$ cat config.mk
export PLATFORM = sky130hd
export DESIGN_NAME = decimal_request_arbiter
export DESIGN_NICKNAME = d
export VERILOG_FILES = /design/src/rtl/decimal_arb_pkg.sv /design/src/rtl/decimal_request_arbiter_rr_pick.sv /design/src/rtl/decimal_request_arbiter.sv
export SDC_FILE = /design/constraint.sdc
export NUM_CORES = 1
export LEC_CHECK = 0
export BUFFER_PORTS_ARGS = -buffer_cell sky130_fd_sc_hd__buf_2
export CORE_MARGIN = 2
export CORE_UTILIZATION = 61
export CTS_CLUSTER_SIZE = 24
export DETAILED_ROUTE_END_ITERATION = 7
export PLACE_DENSITY = 0.91
export SETUP_SLACK_MARGIN = 0.5
export SYNTH_ARGS = -nofsm -noshare
export SYNTH_HDL_FRONTEND = slang
export SYNTH_SLANG_ARGS = --single-unit
$ cat constraint.sdc
create_clock -name clk -period 10.87 [get_ports clk]
set_input_delay 2.174 -clock clk [delete_from_list [all_inputs] [get_ports clk]]
set_output_delay 2.174 -clock clk [all_outputs]
set_load 0.01 [all_outputs]
$ cat src/rtl/decimal_arb_pkg.sv
// Shared types and constants for the ten-way decimal request arbiter.
// Index helpers keep the 0-9 wrap arithmetic in one place.
package decimal_arb_pkg;

  localparam int N            = 10;
  localparam int IDX_W        = 4;
  localparam int MAX_HOLD_DEF = 8;

  typedef enum logic {
    IDLE = 1'b0,
    BUSY = 1'b1
  } arb_state_t;

  // Next index after i, wrapping 9 -> 0.
  function automatic logic [IDX_W-1:0] wrap_inc(input logic [IDX_W-1:0] i);
    return (i == IDX_W'(N - 1)) ? '0 : i + 1'b1;
  endfunction

endpackage

$ cat src/rtl/decimal_request_arbiter_rr_pick.sv
// Combinational rotating-priority picker: first set request at or after ptr,
// wrapping through 9 -> 0. Returns a one-hot pick and its binary index.
module rr_pick
  import decimal_arb_pkg::*;
(
  input  logic [N-1:0]     req_i,
  input  logic [IDX_W-1:0] ptr_i,
  output logic [N-1:0]     pick_o,
  output logic [IDX_W-1:0] pick_idx_o,
  output logic             found_o
);

  localparam int CW = IDX_W + 1;

  logic [CW-1:0] cand;

  always_comb begin
    pick_o     = '0;
    pick_idx_o = '0;
    found_o    = 1'b0;
    cand       = '0;
    for (int off = 0; off < N; off++) begin
      // ptr + off can reach 18; subtract N once to fold it back into 0..9.
      cand = {1'b0, ptr_i} + CW'(off);
      if (cand >= CW'(N)) begin
        cand = cand - CW'(N);
      end
      if (!found_o && req_i[cand[IDX_W-1:0]]) begin
        found_o    = 1'b1;
        pick_idx_o = cand[IDX_W-1:0];
        pick_o     = N'(1) << cand[IDX_W-1:0];
      end
    end
  end

endmodule

$ cat src/rtl/decimal_request_arbiter.sv
// Round-robin arbiter for ten requesters with owner release and hold timeout.
// Grants are registered; every release is followed by at least one IDLE cycle.
module decimal_request_arbiter
  import decimal_arb_pkg::*;
#(
  parameter int MAX_HOLD = MAX_HOLD_DEF
)
(
  input  logic             clk,
  input  logic             rst,
  input  logic [N-1:0]     req,
  input  logic             done,
  output logic [N-1:0]     gnt,
  output logic [IDX_W-1:0] gnt_idx,
  output logic             gnt_valid,
  output logic             timeout,
  output arb_state_t       dbg_state_o,
  output logic [IDX_W-1:0] dbg_ptr_o
);

  // Handshake: a requester holds req[i] high until it sees gnt[i]; the owner
  // keeps req[i] high for the whole tenure and ends it either by pulsing done
  // or by dropping req[i]. done and req changes from non-owners are ignored
  // while BUSY, and done is ignored entirely in IDLE.

  generate
    if (MAX_HOLD < 2 || MAX_HOLD > 15) begin : g_bad_max_hold
      $error("MAX_HOLD must lie in 2..15");
    end
  endgenerate

  localparam logic [3:0] HOLD_LAST = 4'(MAX_HOLD - 1);

  arb_state_t       state_q, state_d;
  logic [IDX_W-1:0] ptr_q, ptr_d;
  logic [3:0]       hold_cnt_q, hold_cnt_d;
  logic [N-1:0]     gnt_q, gnt_d;
  logic [IDX_W-1:0] gnt_idx_q, gnt_idx_d;
  logic             gnt_valid_q, gnt_valid_d;
  logic             timeout_q, timeout_d;

  logic [N-1:0]     pick;
  logic [IDX_W-1:0] pick_idx;
  logic             pick_found;
  logic             release_now;

  rr_pick u_rr_pick (
    .req_i      (req),
    .ptr_i      (ptr_q),
    .pick_o     (pick),
    .pick_idx_o (pick_idx),
    .found_o    (pick_found)
  );

  always_ff @(posedge clk or posedge rst) begin
    if (rst) begin
      state_q     <= IDLE;
      ptr_q       <= '0;
      hold_cnt_q  <= '0;
      gnt_q       <= '0;
      gnt_idx_q   <= '0;
      gnt_valid_q <= 1'b0;
      timeout_q   <= 1'b0;
    end else begin
      state_q     <= state_d;
      ptr_q       <= ptr_d;
      hold_cnt_q  <= hold_cnt_d;
      gnt_q       <= gnt_d;
      gnt_idx_q   <= gnt_idx_d;
      gnt_valid_q <= gnt_valid_d;
      timeout_q   <= timeout_d;
    end
  end

  always_comb begin
    state_d     = state_q;
    ptr_d       = ptr_q;
    hold_cnt_d  = hold_cnt_q;
    gnt_d       = gnt_q;
    gnt_idx_d   = gnt_idx_q;
    gnt_valid_d = gnt_valid_q;
    timeout_d   = 1'b0;
    release_now = 1'b0;

    unique case (state_q)
      IDLE: begin
        if (pick_found) begin
          gnt_d       = pick;
          gnt_idx_d   = pick_idx;
          gnt_valid_d = 1'b1;
          hold_cnt_d  = '0;
          state_d     = BUSY;
        end
      end
      BUSY: begin
        // Priority: done, then owner withdrawal, then forced timeout.
        // gnt is one-hot, so masking req with it isolates the owner's line.
        if (done) begin
          release_now = 1'b1;
        end else if ((req & gnt_q) == '0) begin
          release_now = 1'b1;
        end else if (hold_cnt_q == HOLD_LAST) begin
          release_now = 1'b1;
          timeout_d   = 1'b1;
        end else begin
          hold_cnt_d = hold_cnt_q + 1'b1;
        end

        if (release_now) begin
          gnt_d       = '0;
          gnt_idx_d   = '0;
          gnt_valid_d = 1'b0;
          hold_cnt_d  = '0;
          ptr_d       = wrap_inc(gnt_idx_q);
          state_d     = IDLE;
        end
      end
      default: begin
        state_d = IDLE;
      end
    endcase
  end

  assign gnt         = gnt_q;
  assign gnt_idx     = gnt_idx_q;
  assign gnt_valid   = gnt_valid_q;
  assign timeout     = timeout_q;
  assign dbg_state_o = state_q;
  assign dbg_ptr_o   = ptr_q;

endmodule

==> flow_metrics.py, run 1 <==
metrics = {
    "sta": {
        "fin_tns_setup_ns": 0,
        "fin_crit_sh": 0.618,
        "worst_pin_slew_ns": 1.26,
        "max_freq_mhz": 149,
        "setup_ws_ns": 4.15,
        "max_slew_margin": 0.147,
        "rsz0062_at_grt": "false",
        "period_minus_slack_ns": 6.72,
        "hold_violations": 0,
        "setup_viol": 0,
        "final_max_slew_viol_count": 0,
        "skew_ns": 0.00878,
    },
    "cts": {
        "clock_path_buffers": 2,
        "clkSlewWorstSetupHoldPaths_ns": 0.10,
        "cts_buffers": 3,
        "clock_latency_ns": 0.29,
        "post_cts_resize_count": 0,
        "cts_root_buffer": "clkbuf_8",
        "htreeDepth": 1,
        "holdBufCountCts": 0,
        "cts_tree": "done",
        "cts_sinks": 25,
        "postCtsSetupBuffers": 0,
    },
    "route": {
        "wirelength_microns": 18600,
        "drc_errors": 0,
        "ant_nets": 0,
        "viasPerCell": 7.75,
        "vias": 5818,
        "first_pass_iters": 6,
        "routedWlPerCell_microns": 24.7,
        "dr.first_iter.drc_count": 722,
    },
    "floorplan": {
        "core-area_sq_um": 7730,
        "die_h_microns": 93.1,
        "ios": 34,
        "initial_utilization": 0.627,
        "die_area_sq_um": 8670,
        "num_rows": 32,
        "die_w_microns": 93.1,
    },
    "yosys": {
        "avgSynthCellArea_sq_um": 7.61,
        "syn_area_sq_um": 4840,
        "yosysSeqAreaShare": 0.129,
        "synthTopCellsByArea": "dfrtp_1 (13%), ha_1 (5.7%), mux2i_1 (5.4%)",
        "ys_ff_latch": 25,
        "synthArstFlopShare": 1.00,
        "synth_edf_count": 0,
        "synthFlopType": "dfrtp_1",
        "yosysWarningCount": 0,
        "netlist-cell-type-count": 92,
        "post-synth-top-area-cell": "dfrtp_1",
        "syn-num-nets": 672,
        "netlist.area_leader.share": 0.129,
        "synthCells": 636,
    },
    "min_path": {
        "whs_path_depth": 2,
        "holdCritPathClass": "register to register",
    },
    "place": {
        "portBuffers": 33,
        "dpl.hpwl_microns": 14200,
        "place_inst": 747,
        "place_ws_ns": 4.44,
        "place_congestion": 1.11,
    },
    "global_route": {
        "gr-total-overflow": 0,
        "first_global_vias": 5234,
        "antenna_found_initial": 0,
        "grt_util_all_layers": 0.421,
        "grt_pass1_wl_microns": 28300,
        "grt_max_degree": 71,
    },
    "setup_path": {
        "critPathTopFamily": "simple AND/OR/NAND/NOR gates",
        "cp_num_cells": 15,
        "critPathCaptureType": "register",
        "cp.arrival_ns": 6.93,
        "critical_path_class": "register to register",
        "slowest_stage": "nor4_2",
        "r2r_cells": 15,
        "crit_path_start_kind": "register",
        "cpPeakStageDelay_ns": 0.94,
        "crit_buf_inv": 3,
        "crit_fanout": 70,
        "path_cells": "buf_4 > inv_1 > ha_1 > inv_2 > ha_1 > o21ai_0 > a21boi_0 > o211a_2 > nor4_4 > and3_1 > nand3_4 > nor4_2 > a32oi_1 > mux2_2 > a21oi_1",
        "worst_path_most_repeated_cell": "ha_1",
        "required_ns": 11.08,
    },
    "cells_and_area": {
        "nFillCells": 665,
        "final_util": 0.657,
        "final_cell_mix": "nand2_1 (57), nor2_1 (53), o21ai_0 (33), buf_2 (33), nand3_1 (32)",
        "n_antenna_cell": 0,
        "layout.cells.non_filler": 751,
        "layout_commonest_cell": "nand2_1",
        "syn_to_final_growth_pct": 4.88,
        "drive_gt1_frac": 0.140,
        "fin_nets": 686,
    },
    "run": {
        "cap_violations": 0,
    },
    "status": {
        "status": "complete, no violations",
    },
}
registers in the layout, indices dropped and copies added (netlist names):
signal and count:
dbg_ptr_o 4, dbg_state_o 1, gnt 10, gnt_idx 4
gnt_valid 1, hold_cnt_q 4, timeout 1
cell families after synthesis:
kind of cell | after synthesis | share of synthesized area
simple gates | 258 | 0.288
compound gates | 209 | 0.317
buf+inv | 56 | 0.0517
mux | 45 | 0.116
flops | 25 | 0.129
fa+ha+maj | 23 | 0.0610
xor+xnor | 20 | 0.0377
area by class of cell:
cell class	instances	area [sq um]	share of cell area
Multi-Input combinational cell	555	3970	0.781
Timing Repair Buffer	39	210	0.0414
Inverter	26	97.6	0.0192
Sequential cell	25	627	0.123
Tap cell	102	128	0.0251
Clock buffer	3	41.3	0.00813
Clock inverter	1	8.76	0.00172
worst min-delay path: stages, from the launching register on:
cell,delay [ns]
dfrtp_1,0.36
nand2_1,0.05
nand2_1,0.06
cells in the mapped netlist, types with 4 or more instances:
master     count
mux2_2        10
inv_1         23
mux4_2         7
clkbuf_1      15
o31a_1         6
a21boi_0       4
a22oi_1        6
a211oi_1       8
a22o_1         9
buf_2          8
a311oi_1       4
nand2b_1      14
nand3_1       32
o21a_1         6
dfrtp_1       25
nand4_1        9
o21ai_0       33
ha_1          22
o21ai_1        5
a41oi_1        5
nor4_1         8
mux2i_1       26
a21o_1        10
o211ai_1       5
a31oi_1       12
or4_1          7
nor3_1        21
a21oi_1       30
o31ai_1        7
nor2_1        53
nor2b_1        6
a221o_1        6
and3_1        10
nand2_1       57
o2111ai_1      6
a31o_2         4
and2_1         7
or3_1          5
a221oi_1       4
xnor2_1       18
metrics by stage:
stage / hold WS (ns) / area [sq um]
5_1_grt: 0.527 / 5080
3_5_place_dp: 0.467 / 5030
3_3_place_gp: 0.456 / 5030
4_1_cts: 0.490 / 5080
6_report: 0.489 / 5080
2_1_floorplan: 0.436 / 4840
metal layers:
layer | vias to the layer above | part of all wire | global-route usage
li1 | 2488 | - | -
met1 | 2699 | 0.38 | 0.552
met2 | 511 | 0.43 | 0.658
met3 | 120 | 0.12 | 0.0886
met4 | 0 | 0.068 | 0.210
met5 | - | 0 | 0
final timing paths:
kind                         startpoint            to  slack (ns)
max                        dbg_ptr_o[0]        gnt[1]        4.15
min                           gnt_valid     gnt_valid        0.49
max reg2reg                dbg_ptr_o[0]        gnt[1]        4.15
min reg2reg                   gnt_valid     gnt_valid        0.49
max in group asynchronous           rst  dbg_ptr_o[0]        8.10
min in group asynchronous           rst     gnt_valid        2.10
Power of run 1 is not shown: default switching activity piles up to over one toggle a cycle in this logic, so the estimate is an artifact.
==> inputs of run 2 (changes only) <==
clock period = 7 ns   (was 10.87 ns; I/O delays follow)
==> run 2 against run 1 <==
  * Non-clock buffer count is 3 higher
  * Via count is 2.7% lower
  * Critical path type unchanged
  * Die area stayed put
  * Core utilization is 0.29 points higher
  * First-iteration DRC count is 5.7% lower
  * Sequential share of layout area is 0.054 points lower
==> flow_metrics.py, run 2 (synthesis results as in run 1) <==
metrics = {
    "floorplan": {
        "die_h_microns": 93.1,
        "core-area_sq_um": 7730,
        "die_area_sq_um": 8670,
        "die_w_microns": 93.1,
        "initial_utilization": 0.627,
        "num_rows": 32,
        "ios": 34,
    },
    "cells_and_area": {
        "layout_commonest_cell": "nand2_1",
        "fin_nets": 689,
        "n_antenna_cell": 0,
        "syn_to_final_growth_pct": 5.35,
        "nFillCells": 673,
        "multi_input_area_sq_um": 3970,
        "final_cell_mix": "nand2_1 (57), nor2_1 (53), o21ai_0 (33), buf_2 (33), nand3_1 (32)",
        "largest_reg_flops": 10,
        "seq_area_sq_um": 627,
        "drive_gt1_frac": 0.144,
    },
    "cts": {
        "postCtsSetupBuffers": 0,
        "post_cts_resize_count": 0,
        "htreeDepth": 1,
        "cts_buffers": 3,
        "cts_root_buffer": "clkbuf_8",
        "clock_path_buffers": 2,
        "holdBufCountCts": 0,
        "clock_latency_ns": 0.28,
        "cts_tree": "done",
        "cts_sinks": 25,
        "clkSlewWorstSetupHoldPaths_ns": 0.11,
    },
    "sta": {
        "whs_ns": 0.492,
        "worst_pin_slew_ns": 0.987,
        "setup_viol": 0,
        "skew_ns": 0.00772,
        "fin_crit_sh": 0.791,
        "fin_tns_setup_ns": 0,
        "hold_violations": 0,
        "max_slew_margin": 0.341,
        "rsz0062_at_grt": "false",
        "max_freq_mhz": 180,
        "final_max_slew_viol_count": 0,
        "period_minus_slack_ns": 5.54,
        "setup_ws_ns": 1.46,
    },
    "setup_path": {
        "crit_path_start_kind": "register",
        "critPathCaptureType": "register",
        "crit_fanout": 31,
        "critical_path_class": "register to register",
        "required_ns": 7.18,
        "cp.arrival_ns": 5.72,
    },
    "min_path": {
        "holdCritPathClass": "register to register",
    },
    "route": {
        "first_pass_iters": 7,
        "dr.first_iter.drc_count": 681,
        "vias": 5661,
        "ant_nets": 0,
        "drc_errors": 0,
        "viasPerCell": 7.51,
        "routedWlPerCell_microns": 24.3,
        "wirelength_microns": 18300,
    },
    "place": {
        "place_congestion": 1.13,
        "place_ws_ns": 1.59,
        "dpl.hpwl_microns": 14100,
        "portBuffers": 33,
    },
    "global_route": {
        "antenna_found_initial": 0,
        "grt_pass1_wl_microns": 28200,
        "gr-total-overflow": 0,
        "first_global_vias": 5235,
        "grt_util_all_layers": 0.415,
        "grt_max_degree": 70,
    },
    "run": {
        "cap_violations": 0,
    },
    "status": {
        "status": "complete, no violations",
    },
}
## run 2: area by class of cell
type                       instances  share of cell area
clock inverter                     1             0.00172
tap                              102              0.0250
sequential                        25               0.123
clock buffer                       3             0.00809
multi-input combinational        555               0.778
inverter                          26              0.0191
timing repair buffer              42              0.0456
## run 2: metal layers
metal  GRT usage  vias to the layer above  part of all wire
met3      0.0693                       76              0.11
li1            -                     2502                 -
met1       0.569                     2653              0.41
met2       0.644                      430              0.43
met4       0.180                        0             0.049
met5           0                        -                 0
## run 2: worst max-delay path: stages, from the launching register on
cell	delay, ns
dfrtp_1	0.34
buf_4	0.32
inv_2	0.22
ha_1	0.71
inv_2	0.25
ha_1	0.32
o21ai_0	0.15
a21boi_0	0.26
o211a_2	0.39
nor4_4	0.44
and3_1	0.54
nand3_4	0.26
or3_1	0.49
nor3_1	0.45
o21ai_0	0.17
o31ai_1	0.11
## run 2: final timing paths
| kind | from | end | slack [ns] | cells past startpoint |
|---|---|---|---|---|
| setup reg to reg | dbg_ptr_o[1] | hold_cnt_q[3] | 1.46 | 15 |
| min in group asynchronous | rst | gnt_valid | 1.33 | 2 |
| hold reg to reg | gnt_valid | gnt_valid | 0.49 | 2 |
| max in group asynchronous | rst | dbg_ptr_o[0] | 5.00 | 2 |
| hold / removal | gnt_valid | gnt_valid | 0.49 | 2 |
| setup / recovery | dbg_ptr_o[1] | hold_cnt_q[3] | 1.46 | 15 |
## run 2: stage by stage
stage	util	cells	instance area, sq um
floorplan	-	636	4840
global placement	0.654	750	5050
detailed placement	0.654	750	5050
CTS	0.660	754	5100
global route	0.660	754	5100
finish	0.660	754	5100
Power of run 2 is left out for the same reason.
==> inputs of run 3 (changes only) <==
ABC_AREA = 1   (was unset)
CORE_UTILIZATION = 56   (was 61)
PLACE_DENSITY = 0.89   (was 0.91)
clock period = 4.96 ns   (was 7 ns; I/O delays follow)
==> run 3 against run 2 <==
  * Cell area decreased by 8.6%
  * Sequential share of layout area increased by 1.2 points
  * Global-route usage decreased by 9.4 points
  * Clock-buffer cell count unchanged
  * Non-clock buffer count decreased by 3
  * Largest cell class unchanged
  * First-iteration DRC count increased by 0.59%
  * Wire length decreased by 27%
  * Register-to-register slack got worse by 0.58 ns
  * Via count decreased by 6.2%
  * Synthesized area decreased by 11%
  * Critical path type unchanged
  * Fmax increased by 36%
==> flow_metrics.py, run 3 <==
metrics = {
    "yosys": {
        "netlist.area_leader.share": 0.186,
        "syn_area_sq_um": 4320,
        "netlist-cell-type-count": 47,
        "syn-num-nets": 810,
        "synthTopCellsByArea": "nand2_1 (19%), dfrtp_1 (14%), nand3_1 (9.7%)",
        "yosysWarningCount": 0,
        "ys_ff_latch": 25,
        "post-synth-top-area-cell": "nand2_1",
        "yosys-top-cells-count": "nand2_1 (214), inv_1 (98), nor2_1 (92), nand3_1 (84), o21ai_0 (57)",
        "yosysSeqAreaShare": 0.145,
        "avgSynthCellArea_sq_um": 5.58,
        "synthCells": 774,
        "synth_edf_count": 0,
        "synth_most_common_cell": "nand2_1",
        "synthFlopType": "dfrtp_1",
        "synthArstFlopShare": 1.00,
    },
    "route": {
        "vias": 5310,
        "drc_errors": 0,
        "routedWlPerCell_microns": 14.8,
        "wirelength_microns": 13400,
        "dr.first_iter.drc_count": 685,
        "first_pass_iters": 6,
        "viasPerCell": 5.87,
        "ant_nets": 0,
    },
    "status": {
        "status": "complete, no violations",
    },
    "sta": {
        "max_slew_margin": 0.371,
        "rsz0062_at_grt": "false",
        "final_max_slew_viol_count": 0,
        "setup_ws_ns": 0.884,
        "period_minus_slack_ns": 4.08,
        "fin_crit_sh": 0.822,
        "hold_violations": 0,
        "max_freq_mhz": 245,
        "skew_ns": 0.00348,
        "setup_viol": 0,
        "worst_pin_slew_ns": 0.942,
        "fin_tns_setup_ns": 0,
    },
    "cells_and_area": {
        "final_cell_mix": "nand2_1 (214), inv_1 (98), nor2_1 (92)",
        "nFillCells": 716,
        "syn_to_final_growth_pct": 8.00,
        "final_util": 0.613,
        "n_antenna_cell": 0,
        "fin_nets": 839,
        "drive_gt1_frac": 0.123,
        "layout_commonest_cell": "nand2_1",
        "largest_reg_flops": 10,
    },
    "global_route": {
        "grt_pass1_wl_microns": 22300,
        "grt_util_all_layers": 0.321,
        "gr-total-overflow": 0,
        "antenna_found_initial": 0,
        "grt_max_degree": 60,
        "first_global_vias": 4660,
    },
    "setup_path": {
        "crit_fanout": 13,
        "crit_path_start_kind": "register",
        "critical_path_class": "register to register",
        "r2r_cells": 22,
        "required_ns": 5.11,
        "critPathCaptureType": "register",
        "cp.arrival_ns": 4.23,
    },
    "floorplan": {
        "num_rows": 32,
        "initial_utilization": 0.568,
        "die_area_sq_um": 8430,
        "die_w_microns": 91.8,
        "die_h_microns": 91.8,
        "ios": 34,
        "core-area_sq_um": 7610,
    },
    "cts": {
        "postCtsSetupBuffers": 0,
        "clock_latency_ns": 0.27,
        "clock_path_buffers": 2,
        "cts_sinks": 25,
        "cts_root_buffer": "clkbuf_8",
        "cts_buffers": 3,
        "htreeDepth": 1,
        "clkSlewWorstSetupHoldPaths_ns": 0.09,
        "cts_tree": "done",
    },
    "min_path": {
        "whs_path_depth": 2,
        "holdCritPathClass": "register to register",
    },
    "place": {
        "place_ws_ns": 0.842,
        "dpl.hpwl_microns": 10600,
        "portBuffers": 33,
        "place_congestion": 1.05,
    },
    "run": {
        "cap_violations": 0,
    },
}
==> run 3: timing repair <==
action	4_1_cts	5_1_grt
resized for setup	0	11
endpoints found under the setup margin	0	13
hold buffers	0	0
==> run 3: final cells by class <==
class / instances / area [sq um] / share of cell area
tap: 102 / 128 / 0.0274
clock inverter: 1 / 7.51 / 0.00161
sequential: 25 / 628 / 0.135
timing repair buffer: 39 / 214 / 0.0459
inverter: 110 / 415 / 0.0891
multi-input combinational: 624 / 3230 / 0.693
clock buffer: 3 / 41.3 / 0.00885
==> run 3: routing by layer <==
layer | track usage | part of all wire
met5 | 0 | 0
met4 | 0.112 | 0.038
met3 | 0.0271 | 0.11
met2 | 0.520 | 0.45
met1 | 0.450 | 0.41
==> run 3: path summary, 6_finish.rpt <==
path,from,endpoint,slack [ns]
worst max-delay path,dbg_ptr_o[1],gnt_idx[2],0.88
worst min-delay path,gnt_valid,gnt_valid,0.49
worst max register to register,dbg_ptr_o[1],gnt_idx[2],0.88
worst min register to register,gnt_valid,gnt_valid,0.49
max in group asynchronous,rst,dbg_ptr_o[0],3.41
min in group asynchronous,rst,dbg_ptr_o[1],0.92
==> run 3: worst max-delay path, stage by stage, from the launching register on <==
cell      delay, ns
dfrtp_1        0.39
inv_1          0.37
ha_1           0.35
inv_1          0.28
a21boi_0       0.14
nor2_1         0.19
inv_1          0.07
nand2_1        0.11
nand2_2        0.13
nor2_1         0.29
nand3_1        0.12
nand2_1        0.17
nor2_4         0.07
nand2_2        0.09
inv_1          0.06
nand2_1        0.22
nor2_1         0.12
inv_1          0.10
nand3_1        0.08
nor3_1         0.30
nand4_1        0.13
nand2_1        0.11
o21ai_0        0.08
==> run 3: cell families (layout without fill, tap and decap cells) <==
family / count (synthesis) / after routing / share of synthesized area
and+or+nand+nor: 465 / 465 / 0.476
DFF: 25 / 25 / 0.145
adders and majority gates: 23 / 23 / 0.0684
buffers and inverters: 125 / 153 / 0.116
AOI/OAI and AO/OA: 124 / 124 / 0.167
xor gates and xnor gates: 12 / 12 / 0.0278
==> run 3: per-stage QoR <==
step | area [sq um] | std cells | hold slack (ns)
final | 4660 | 904 | 0.493
after global routing | 4660 | 904 | 0.520
after CTS | 4620 | 904 | 0.495
after detailed placement | 4570 | 900 | 0.469
after global placement | 4570 | 900 | 0.462
after floorplan | 4320 | 774 | 0.511
Power of run 3 is left out for the same reason.
